## config.mk

```make
export PLATFORM = sky130hd
export DESIGN_NAME = serial_adder_core
export DESIGN_NICKNAME = d
export VERILOG_FILES = /design/src/rtl/serial_adder_core.sv
export SDC_FILE = /design/constraint.sdc
export NUM_CORES = 1
export LEC_CHECK = 0
export CORE_MARGIN = 1.5
export CORE_UTILIZATION = 55
export CTS_BUF_LIST = sky130_fd_sc_hd__clkbuf_8
export DETAILED_ROUTE_END_ITERATION = 6
export PLACE_DENSITY = 0.83
export SLEW_MARGIN = 15
export SYNTH_ARGS = -nofsm -noshare
export SYNTH_HDL_FRONTEND = slang
export SYNTH_SLANG_ARGS = --single-unit
export TNS_END_PERCENT = 20
```

## constraint.sdc

```tcl
create_clock -name clk -period 2.8 [get_ports clk]
set_input_delay 0.28 -clock clk [delete_from_list [all_inputs] [get_ports clk]]
set_output_delay 0.28 -clock clk [all_outputs]
set_load 0.03 [all_outputs]
```

## src/rtl/serial_adder_core.sv

```systemverilog
// Bit-serial add/subtract core: one operand bit per clock, LSB first, registered results.
// Define SERIAL_ADDER_SUBTRACT_EN to let op=1 select subtraction; otherwise every operation is an add.
module serial_adder_core #(
  parameter int unsigned WIDTH = 3
) (
  input  logic             clk,
  input  logic             reset_n,
  input  logic             start,
  input  logic [WIDTH-1:0] in_a,
  input  logic [WIDTH-1:0] in_b,
  input  logic             op,
  output logic             busy,
  output logic             done,
  output logic [WIDTH-1:0] s_out,
  output logic             c_out,
  output logic             ovf_out
);

  localparam int unsigned IDX_W = (WIDTH > 1) ? $clog2(WIDTH) : 1;

  typedef enum logic [1:0] {
    IDLE = 2'd0,
    BUSY = 2'd1,
    DONE = 2'd2
  } state_t;

  state_t           state, state_nxt;
  logic [WIDTH-1:0] a_reg, b_reg, acc, acc_nxt;
  logic [IDX_W-1:0] idx;
  logic             carry, carry_nxt, sum_bit;
  logic             accept, last_bit, sub_sel;

`ifdef SERIAL_ADDER_SUBTRACT_EN
  assign sub_sel = op;
`else
  logic unused_op;
  assign unused_op = op;
  assign sub_sel   = 1'b0;
`endif

  assign accept   = start && (state != BUSY);
  assign last_bit = (state == BUSY) && (idx == IDX_W'(WIDTH - 1));
  assign busy     = (state == BUSY);
  assign done     = (state == DONE);

  always_comb begin
    sum_bit      = a_reg[idx] ^ b_reg[idx] ^ carry;
    carry_nxt    = (a_reg[idx] & b_reg[idx]) | (a_reg[idx] & carry) | (b_reg[idx] & carry);
    acc_nxt      = acc;
    acc_nxt[idx] = sum_bit;
  end

  always_ff @(posedge clk or negedge reset_n) begin
    if (!reset_n) state <= IDLE;
    else          state <= state_nxt;
  end

  always_comb begin
    state_nxt = state;
    case (state)
      IDLE:    if (start) state_nxt = BUSY;
      BUSY:    if (last_bit) state_nxt = DONE;
      DONE:    state_nxt = start ? BUSY : IDLE;
      default: state_nxt = IDLE;
    endcase
  end

  // Subtraction stores ~in_b and seeds carry with 1, so the bit loop is always a plain add.
  always_ff @(posedge clk or negedge reset_n) begin
    if (!reset_n) begin
      a_reg   <= '0;
      b_reg   <= '0;
      acc     <= '0;
      idx     <= '0;
      carry   <= 1'b0;
      s_out   <= '0;
      c_out   <= 1'b0;
      ovf_out <= 1'b0;
    end else if (accept) begin
      a_reg <= in_a;
      b_reg <= sub_sel ? ~in_b : in_b;
      carry <= sub_sel;
      acc   <= '0;
      idx   <= '0;
    end else if (state == BUSY) begin
      acc   <= acc_nxt;
      carry <= carry_nxt;
      idx   <= idx + IDX_W'(1);
      if (last_bit) begin
        s_out   <= acc_nxt;
        c_out   <= carry_nxt;
        ovf_out <= carry ^ carry_nxt;
      end
    end
  end

endmodule
```

* Word-level counts from Yosys, hierarchy flattened
Cells that the tools add are included.
** Operators by class
- Bitwise operators :: 9
- Eq/ne operators :: 6
- Reductions and logical operators :: 7
- Multiplexer cells :: 17
- Add/sub/neg operators :: 1
- Order comparisons :: 2
** Operators with widths (number)
- 2-to-1 mux 2 bit :: 4
- 2-to-1 mux 1 bit :: 6
- 2-to-1 mux 3 bit :: 2
- one-hot mux 2 bit (3 select lines) :: 1
- binary-select mux 1 bit (select 2 bit) :: 2
- == test 2 bit, second input constant :: 2
- inequality test 2 x 1 -> 1 bit, second input constant :: 2
- bitwise AND 1 bit :: 3
- bitwise mux 3 bit :: 1
- logical AND 1 bit :: 3
- < comparator 2 x 3 -> 1 bit, second input constant :: 1
- AND reduction 3 bit :: 1
- bitwise XOR 1 bit :: 3
- adder 2 x 1 -> 2 bit, second input constant :: 1
- demux 1 bit (select 2 bit) :: 1
- == test 2 x 1 -> 1 bit, second input constant :: 1
- >= comparator 2 x 1 -> 1 bit, second input constant :: 1
- logical NOT 2 bit :: 1
- inequality test 2 bit, second input constant :: 1
- bitwise OR 1 bit :: 2
- AND reduction 2 bit :: 1
- nonzero test 2 bit :: 1
- inverter 1 bit :: 1
** Word-level totals
- Word-level logic and storage cells :: 51
- Flip-flop bits (word level) :: 19
- Output and inout port bits :: 7
- Input bits :: 10

* Depth between registers and ports, before layout
- Depth in word-level cells :: 7
- Gate-level depth with buffers :: 7
- Depth with buffers taken out :: 7

* Worst setup path before layout
No wires, ideal clock.
- Path type :: reg2reg
- Start point :: register idx[0]
- End point :: register acc[0]
- Slack :: 1136 ps
- Data arrival time :: 1598 ps
- Stages on the path, launching flop included :: 7
- Required time :: 2735 ps
- Library setup time :: 65 ps
- Path buffers :: 0
- Clock period less this slack :: 1664 ps
- Path through :: dfrtp_1 > mux2i_1 > nor2_1 > a31oi_1 > fa_1 > nor2_1 > a22o_1
** On the way
- Cells in the longest elaborated chain, start to end :: 7
- Elaborated cells on any way between the ends :: 14
- Those cells by class :: 2 x order compare; 9 x mux; 2 x bitwise; 1 x reduce/logical
** RTL lines
- start, declared :: RTL line 29 : logic [IDX_W-1:0] idx;
- start signal, assigned :: RTL line 88 : idx <= idx + IDX_W'(1);
- < comparator 2 x 3 -> 1 bit (implied by the code) (tied with other cells) :: RTL line 50 : acc_nxt[idx] = sum_bit;
- logical AND 1 bit (implied by the code) / 2-to-1 mux 1 bit (equally long branches) :: RTL line 50, 47
- 2-to-1 mux 1 bit (implied by the code) / bitwise XOR 1 bit (equally long branches) :: RTL line 50, 47
- demux 1 bit (select 2 bit) / bitwise XOR 1 bit (equally long branches) :: RTL line 50, 47
- bitwise mux 3 bit (*) :: RTL line 50
- 2-to-1 mux 3 bit (*) :: RTL line 85 : end else if (state == BUSY) begin
- 2-to-1 mux 3 bit (*) :: RTL line 79 : end else if (accept) begin
- end signal, assigned :: RTL line 86 : acc <= acc_nxt;
- end, declared :: RTL line 28 : logic [WIDTH-1:0] a_reg, b_reg, acc, acc_nxt;
Every way passes the cells marked *; elsewhere a longest branch is shown, timed or not. The select of a mux whose other input is x is not followed.
A chain may end at the register's enable or synchronous reset.

* Final worst setup path
- Start point :: register state[1]
- End point :: output port busy
** On the way
- Cells in the longest elaborated chain, start to end :: 1
** RTL lines
- start, declared :: RTL line 27 : state_t state, state_nxt;
- start signal, assigned :: RTL line 55 : else state <= state_nxt;
- == test 2 x 1 -> 1 bit :: RTL line 43 : assign busy = (state == BUSY);
- end, declared :: RTL line 12 : output logic busy,
Every way passes these cells.

==> results_dict.tcl <==
set metrics [dict create \
    seqCellArea_um2 450.4 \
    yosysWarnings 0 \
    clockRootBuffer "clkbuf_8" \
    synthToLayoutAreaGrowth_pct 24.74 \
    yosysTopAreaCell "dfrtp_1" \
    rows 13 \
    grt_pass1_wl_mm 2.208 \
    viasPerCell 5.190 \
    synth.avg_cell_area_um2 11.50 \
    synthDistinctLibCells 22 \
    core_mm2 0.001366 \
    ant_nets 0 \
    finalClockSkew_ns 0.001093 \
    tritoncts "yes" \
    required_ns 2.52 \
    post-route-util_pct 76.65 \
    cp.arrival_ns 1.80 \
    critPathCaptureType "output port" \
    syn-num-nets 87 \
    antenna_found_initial 0 \
    synth_cells 73 \
    relSlewSlack_pct 48.40 \
    initial_core_util_pct 61.45 \
    max_freq_mhz 480.9 \
    grt_usage_pct 16.83 \
    path_class "reg -> out" \
    vias 545 \
    wl_met1_um 536 \
    rsz0062_at_grt "false" \
    overflow 0 \
    r2r_start "idx[0]$_DFFE_PN0P_" \
    globalplace.congestion 0.8094 \
    hp-class "in -> async" \
    yosysSeqAreaShare_pct 53.65 \
    fp.dieW_um 42.07 \
    finalSetupTns_ns 0 \
    die_area_mm2 0.001770 \
    drive_above_1_share_pct 14.44 \
    cp_max_fo 8 \
    nets 105 \
    detail_route.first_pass.iterations 2 \
    synth_area_um2 839.6 \
    cts_sinks 18 \
    num_antenna_cells 0 \
    crit_family "buffers and inverters" \
    postCtsSetupRepairBufs 0 \
    multiInputGateArea_um2 347.8 \
    status "completed" \
    setup_violations 0 \
    r2r-end "s_out[0]$_DFFE_PN0P_" \
    post_cts_resized 0 \
    synth_area_leaders "dfrtp_1 (54%), mux2_2 (8.0%), o21ai_0 (5.4%)" \
    grt_pass1_vias 541 \
    clk_latency_ns 0.26 \
    mostFrequentLayoutCell "dfrtp_1" \
    drv_cap 0 \
    clkTransAtPathRegs_ns 0.06 \
    wl_met3_um 80 \
    netlist.area_leader.share_pct 53.65 \
    final.min_clock_period_ns 2.079 \
    design.portCount 17 \
    path_cells "nand2b_1 -> inv_4 -> clkdlybuf4s50_1" \
    detail_route.wl_per_cell_um 11.79 \
    grt_max_degree 19 \
    n_fill_cell 106 \
    ff2ff_path_depth 7 \
    tightest_slew_ns 0.7715 \
    dp_hpwl_um 946.1 \
    final_cell_mix "dfrtp_1 (18), clkdlybuf4s50_1 (15), o21ai_0 (9)" \
    ys_seq_elements 18 \
    hold_viol 0 \
    drt-total-wl_mm 1.238 \
    power_density_mw_per_mm2 1220 \
    start_kind "flip-flop" \
    io_buffers 15 \
    drc 0 \
    async_flop_share_pct 100.0 \
    route.met2.wl_um 595 \
    drtIter0Drc 1 \
    cp_slowest_cell "clkdlybuf4s50_1" \
    highest_layer "met4" \
    synth_ff_type "dfrtp_1" \
    htree_levels 1 \
    r2r_setup_slack_ns 0.95 \
    cellLeakagePower_nw 0.4844 \
    clockBufferDepth 2 \
    fp.dieH_um 42.07 \
    crit_path_max_incr_delay_ns 0.68 \
    synth-edff-count 0 \
    worst-path-buf-inv 2 \
    fin_crit_sh_pct 74.26 \
    drv_slew 0 \
    ir_drop_uv 679.8 \
    cts_hold_buf 0 \
    cts_buffers 3 \
]
==> synth_stat cells, types with 2 or more instances <==
| cell type | instances |
|---|---|
| ha_1 | 3 |
| nand2_1 | 8 |
| inv_1 | 5 |
| dfrtp_1 | 18 |
| nor2_1 | 3 |
| mux2_2 | 6 |
| a22o_1 | 2 |
| mux2i_1 | 4 |
| nand3_1 | 2 |
| a31oi_1 | 2 |
| o21ai_0 | 9 |
==> power breakdown <==
part	internal (W)	switching (W)
Sequential	0.000374	0.0000731
Combinational	0.000284	0.000336
Clock	0.000125	0.0000861
Total	0.000783	0.000495
==> area by class of cell <==
class | count | area share, %
Sequential cell | 18 | 43.01
Tap cell | 15 | 1.792
Multi-Input combinational cell | 47 | 33.21
Timing Repair Buffer | 15 | 14.34
Clock buffer | 4 | 5.257
Inverter | 6 | 2.389
==> worst max-delay path by stage <==
| stage | from | to | slack, ns | cells past startpoint |
|---|---|---|---|---|
| after global routing | state[1]$_DFFE_PN0P_ | busy | 0.67 | 3 |
| after global placement | idx[0]$_DFFE_PN0P_ | acc[1]$_DFFE_PN0P_ | 0.97 | 6 |
| after detailed placement | idx[0]$_DFFE_PN0P_ | s_out[0]$_DFFE_PN0P_ | 0.93 | 7 |
| after floorplan | idx[0]$_DFFE_PN0P_ | acc[0]$_DFFE_PN0P_ | 1.14 | 6 |
| final | state[1]$_DFFE_PN0P_ | busy | 0.72 | 3 |
| after CTS | state[1]$_DFFE_PN0P_ | busy | 0.71 | 3 |
==> metal layers <==
metal  vias up  track usage (%)
met3         2            6.466
met1       245            18.49
met4         0            5.625
li1        282                -
met2        16            29.69
met5         -                0
==> per-stage QoR <==
stage          instance area (um^2)  setup WS, ns  hold WS, ns  total power [W]  cells
6_report                       1047        0.7206       0.4759         0.001278    105
3_5_place_dp                  992.2        0.9315       0.4690         0.001082    101
5_1_grt                        1047        0.6661       0.4956         0.001383    105
4_1_cts                        1047        0.7062       0.4839         0.001295    105
3_3_place_gp                  992.2        0.9660       0.4598         0.001053    101
2_1_floorplan                 839.6         1.137     -0.01559        0.0009253     73
==> logic make-up (layout without fill, tap and decap cells) <==
family          count (synthesis)  count (layout)  synth area share (%)
compound gates                 15              15                 10.58
xor+xnor                        1               1                 1.043
fa+ha+maj                       4               4                 6.856
buf+inv                         8              25                 4.918
flops                          18              18                 53.65
mux                            10              10                 12.82
simple gates                   17              17                 10.14
==> worst reg2reg max path: stages, from the launching register on <==
cell and delay [ns]:
dfrtp_1 0.46, mux2i_1 0.22, nor2_1 0.05, a31oi_1 0.20
fa_1 0.50, nand2_1 0.09, o21ai_0 0.07, o21ai_0 0.17
No activity file was read; power rests on OpenSTA's default activity.
